### src/rtl/decw_init_sequencer_pkg.sv
// Shared decoder constants for the init sequencer: state encoding, index width
// and the one-hot launch helper.
package decw_init_sequencer_pkg;

    localparam int unsigned IDX_W   = 3;
    localparam int unsigned MAX_SUB = 8;
    localparam int unsigned CNT_W   = 16;

    typedef enum logic [2:0] {
        ST_IDLE   = 3'd0,
        ST_SCAN   = 3'd1,
        ST_LAUNCH = 3'd2,
        ST_WAIT   = 3'd3,
        ST_DONE   = 3'd4,
        ST_ERR    = 3'd5
    } seqState_e;

    function automatic logic [MAX_SUB-1:0] idxOneHot(input logic [IDX_W-1:0] idx);
        return MAX_SUB'(1) << idx;
    endfunction

endpackage

### src/rtl/decw_init_sequencer_timeout_cnt.sv
// Per-run timeout counter: cleared on launch, counts while waiting, flags the
// cycle in which the count reaches its final allowed value.
module seq_timeout_cnt
    import decw_init_sequencer_pkg::*;
#(
    parameter int unsigned LIMIT = 0
) (
    input  logic clk,
    input  logic reset,
    input  logic clear,
    input  logic enable,
    output logic termCnt_c
);

    logic [CNT_W-1:0] cnt;

    always_ff @(posedge clk or negedge reset) begin
        if (!reset) begin
            cnt <= '0;
        end else if (clear) begin
            cnt <= '0;
        end else if (enable) begin
            cnt <= cnt + CNT_W'(1);
        end
    end

    // High when this cycle's increment brings the count to TIMEOUT-1.
    assign termCnt_c = enable && (cnt == CNT_W'(LIMIT));

endmodule

### src/rtl/decw_init_sequencer.sv
// Launches enabled init sub-FSMs one at a time in ascending order, waiting for
// each done level, and stops with an error on a per-run timeout.
module decw_init_sequencer
    import decw_init_sequencer_pkg::*;
#(
    parameter int unsigned N_SUB   = 4,
    parameter int unsigned TIMEOUT = 1024
) (
    input  logic             clk,
    input  logic             reset,
    input  logic             start,
    input  logic [N_SUB-1:0] en_mask,
    output logic [N_SUB-1:0] sub_start,
    input  logic [N_SUB-1:0] sub_done,
    output logic             busy,
    output logic [IDX_W-1:0] cur_idx,
    output logic             done,
    output logic             err,
    output logic [IDX_W-1:0] err_idx
);

    localparam logic [IDX_W-1:0] LAST_IDX = IDX_W'(N_SUB - 1);

    seqState_e          state;
    logic [MAX_SUB-1:0] maskR;
    logic [IDX_W-1:0]   idxR;
    logic [MAX_SUB-1:0] doneExt;
    logic               cntClear;
    logic               cntEnable;
    logic               timeoutHit_c;

    // Widen to the full index range so a 3-bit index selects cleanly.
    assign doneExt   = MAX_SUB'(sub_done);
    assign cntClear  = (state == ST_LAUNCH);
    assign cntEnable = (state == ST_WAIT);

    seq_timeout_cnt #(
        .LIMIT (TIMEOUT - 2)
    ) u_timeout (
        .clk       (clk),
        .reset     (reset),
        .clear     (cntClear),
        .enable    (cntEnable),
        .termCnt_c (timeoutHit_c)
    );

    always_ff @(posedge clk or negedge reset) begin
        if (!reset) begin
            state     <= ST_IDLE;
            maskR     <= '0;
            idxR      <= '0;
            sub_start <= '0;
            busy      <= 1'b0;
            cur_idx   <= '0;
            done      <= 1'b0;
            err       <= 1'b0;
            err_idx   <= '0;
        end else begin
            sub_start <= '0;
            case (state)
                ST_IDLE, ST_DONE, ST_ERR: begin
                    if (start) begin
                        maskR   <= MAX_SUB'(en_mask);
                        idxR    <= '0;
                        cur_idx <= '0;
                        done    <= 1'b0;
                        err     <= 1'b0;
                        err_idx <= '0;
                        busy    <= 1'b1;
                        state   <= ST_SCAN;
                    end
                end
                ST_SCAN: begin
                    if (maskR[idxR]) begin
                        sub_start <= N_SUB'(idxOneHot(idxR));
                        state     <= ST_LAUNCH;
                    end else if (idxR == LAST_IDX) begin
                        busy    <= 1'b0;
                        done    <= 1'b1;
                        cur_idx <= '0;
                        state   <= ST_DONE;
                    end else begin
                        idxR    <= idxR + IDX_W'(1);
                        cur_idx <= idxR + IDX_W'(1);
                    end
                end
                // Done levels are not looked at here, so a stale level cannot complete a run.
                ST_LAUNCH: begin
                    state <= ST_WAIT;
                end
                ST_WAIT: begin
                    if (doneExt[idxR]) begin
                        if (idxR == LAST_IDX) begin
                            busy    <= 1'b0;
                            done    <= 1'b1;
                            cur_idx <= '0;
                            state   <= ST_DONE;
                        end else begin
                            idxR    <= idxR + IDX_W'(1);
                            cur_idx <= idxR + IDX_W'(1);
                            state   <= ST_SCAN;
                        end
                    end else if (timeoutHit_c) begin
                        busy    <= 1'b0;
                        done    <= 1'b1;
                        err     <= 1'b1;
                        err_idx <= idxR;
                        cur_idx <= '0;
                        state   <= ST_ERR;
                    end
                end
                default: begin
                    state <= ST_IDLE;
                end
            endcase
        end
    end

endmodule

### config.mk
export PLATFORM = sky130hd
export DESIGN_NAME = decw_init_sequencer
export DESIGN_NICKNAME = d
export VERILOG_FILES = /design/src/rtl/decw_init_sequencer_pkg.sv /design/src/rtl/decw_init_sequencer_timeout_cnt.sv /design/src/rtl/decw_init_sequencer.sv
export SDC_FILE = /design/constraint.sdc
export NUM_CORES = 1
export LEC_CHECK = 0
export ABC_CLOCK_PERIOD_IN_PS = 2200
export BUFFER_PORTS_ARGS = -buffer_cell sky130_fd_sc_hd__buf_2
export CAP_MARGIN = 20
export CORE_ASPECT_RATIO = 1.4
export CORE_UTILIZATION = 58
export CTS_CLUSTER_DIAMETER = 50
export DETAILED_ROUTE_END_ITERATION = 8
export PLACE_DENSITY = 0.79
export SLEW_MARGIN = 25
export SYNTH_ARGS = -nofsm -noshare
export SYNTH_HDL_FRONTEND = slang
export SYNTH_SLANG_ARGS = --single-unit
### constraint.sdc
create_clock -name clk -period 2.2 [get_ports clk]
set_clock_uncertainty 0.1 [all_clocks]
set_input_delay 0.44 -clock clk [delete_from_list [all_inputs] [get_ports clk]]
set_output_delay 0.44 -clock clk [all_outputs]
set_load 0.005 [all_outputs]
==> flow_metrics.tcl <==
set metrics [dict create \
    status "finished clean" \
    final_cells 299 \
    slew_headroom_pct 62.28 \
    design_area_um2 2585 \
    grt_overflow 0 \
    grt_pass1_wl_mm 7.590 \
    cp_slowest_cell "dfrtp_1" \
    wire_per_inst_um 15.50 \
    final_cell_mix "dfrtp_1, nand2_1, buf_2, inv_1, buf_4" \
    crit_type "reg2reg" \
    startpoint_type "flop" \
    via_per_inst 5.900 \
    synth_area_per_cell_um2 10.09 \
    clk_pin_slew_worst_paths_ns 0.08 \
    cts.sinks 39 \
    cts-hold-fix-buffers 0 \
    rsz0062_at_grt "no" \
    endpoint "state[2]$_DFFE_PN0P_" \
    grt_max_degree 40 \
    synth_edf_count 0 \
    drc 0 \
    p_leak_nw 1.246 \
    cp.buffers_inverters 1 \
    synth_nets 242 \
    first_iter_violations 50 \
    place_ws_ns 0.05833 \
    ys_seq_elements 39 \
    grt_antenna_before_repair 0 \
    cts_tree "done" \
    rows 26 \
    first_pass_iters 4 \
    ys_top_cells_by_area "dfrtp_1, mux2_2, ha_1" \
    reg2reg_to "state[2]$_DFFE_PN0P_" \
    clk_latency_ns 0.29 \
    nNetsFinal 276 \
    die_h_um 75.53 \
    area_growth_pct 15.42 \
    ff2ff_path_depth 7 \
    final_antenna_net_count 0 \
    power.density_nw_per_um2 1189 \
    min_period_ns 2.074 \
    required_ns 2.28 \
    ir_drop_v 0.0009316 \
    die_area_um2 4118 \
    final_common_cell "dfrtp_1" \
    clockBufferDepth 2 \
    dp_hpwl_mm 3.350 \
    num_vias 1764 \
    postPlaceCellArea_um2 2456 \
    post-route-util_pct 70.32 \
    die_w_um 54.52 \
    first_global_vias 1708 \
    synthArstFlopShare_pct 100.0 \
    yosysWarnings 0 \
    crit_arrival_ns 2.15 \
    fillCellCount 279 \
    coreArea_um2 3676 \
    clockRootBuffer "clkbuf_8" \
    diodes 0 \
    cts_buffers 5 \
    boundaryPins 24 \
    finalPower_mw 3.074 \
    crit_chain "inv_1, ha_1, nor4b_2, nand4_1, o211ai_4, o21a_2, mux2_4" \
    period_share_pct 94.26 \
    holdCritPathClass "in2async" \
    grt_use_total_pct 26.01 \
    fin_ws_ns 0.1263 \
    path_depth 7 \
    place_congestion 0.8469 \
    ys_seq_area_share_pct 43.58 \
    synth_top_area_share_pct 43.58 \
    slew_violations 0 \
    drt_wl_total_mm 4.634 \
    setup_viol 0 \
    ys.flop_type "dfrtp_1" \
    cp-startpoint "u_timeout.cnt[0]$_DFFE_PN0P_" \
    path_max_fanout 6 \
    tns_ns 0 \
    initial_core_util_pct 60.93 \
    cp-end-kind "flop" \
    port_buffers 23 \
    r2r_start "u_timeout.cnt[0]$_DFFE_PN0P_" \
    final_hold_viol_count 0 \
    htree_levels 2 \
    syn_area_um2 2240 \
    path_delay_family "compound AO/OA/AOI/OAI gates" \
    ys_types 45 \
    max_freq_mhz 482.2 \
    drive_above_1_share_pct 27.63 \
    post-place-cells 291 \
    reg2reg_slack_ns 0.13 \
    synth.largest_area_cell "dfrtp_1" \
    worstMarginPinSlew_ns 0.5516 \
    critPathMaxStageDelay_ns 0.43 \
    netlist_instances 222 \
    whs_ns 0.09609 \
    cap_violations 0 \
]
worst min-delay path by stage:
| stage | endpoint | start | slack, ns |
|---|---|---|---|
| 2_1_floorplan | busy$_DFFE_PN0P_ | reset | 0.04 |
| 3_3_place_gp | done$_DFFE_PN0P_ | done$_DFFE_PN0P_ | 0.35 |
| 3_5_place_dp | done$_DFFE_PN0P_ | done$_DFFE_PN0P_ | 0.36 |
| 4_1_cts | u_timeout.cnt[12]$_DFFE_PN0P_ | reset | 0.11 |
| 5_1_grt | u_timeout.cnt[12]$_DFFE_PN0P_ | reset | 0.15 |
| 6_report | u_timeout.cnt[11]$_DFFE_PN0P_ | reset | 0.1 |
synth_stat cells, types with 3 or more instances:
library cell	n
nand3_1	11
and2_1	6
nand2_1	27
and3_1	6
ha_1	9
o22ai_1	4
nor2_1	9
buf_2	3
dfrtp_1	39
clkbuf_1	4
inv_1	13
a22o_1	7
nor3_1	5
a21oi_1	8
o21ai_0	8
mux2_4	6
mux2_2	11
a21o_1	4
nand2b_1	3
nand4_1	5
nor2b_1	3
report_power, final:
| group | switching (mW) | total, mW | internal (mW) |
|---|---|---|---|
| Sequential | 0.173 | 1.05 | 0.880 |
| Combinational | 0.717 | 1.41 | 0.693 |
| Clock | 0.245 | 0.612 | 0.367 |
logic make-up after synthesis:
group                    count (synthesis)  share of synthesized area (%)
AO/OA/AOI/OAI                           48                          16.42
adder cells (fa/ha/maj)                  9                          5.028
buffers and inverters                   21                          4.022
flip-flops                              39                          43.58
multiplexers                            20                          11.45
AND/OR/NAND/NOR                         85                          19.50
flip-flops by register name (all words and copies together), names as in the netlist:
register,flops
busy,1
cur_idx,3
done,1
err,1
err_idx,3
idxR,3
maskR,4
state,3
sub_start,4
u_timeout.cnt,16
routing by layer:
metal / part of all wire, % / vias up / GRT usage [%]
li1: - / 869 / -
met1: 41 / 851 / 29.66
met2: 54 / 36 / 45.93
met3: 2.8 / 8 / 4.990
met4: 1.9 / 0 / 11.40
met5: 0 / - / 0
cell type report:
type	instances	area (um2)	share of cell area, %
clock buffer	6	82.58	3.195
clock inverter	2	35.03	1.355
inverter	13	48.80	1.888
multi-input combinational	162	1185	45.84
sequential	39	975.9	37.75
tap	42	52.55	2.033
timing repair buffer	35	205.2	7.938
repair_timing:
item | CTS | global route
setup buffers | 0 | 0
endpoints found under the setup margin | 0 | 6
hold endpoints to repair | 0 | 0
gates resized for setup | 0 | 2
Note: power is estimated with default switching activity, not from simulation.
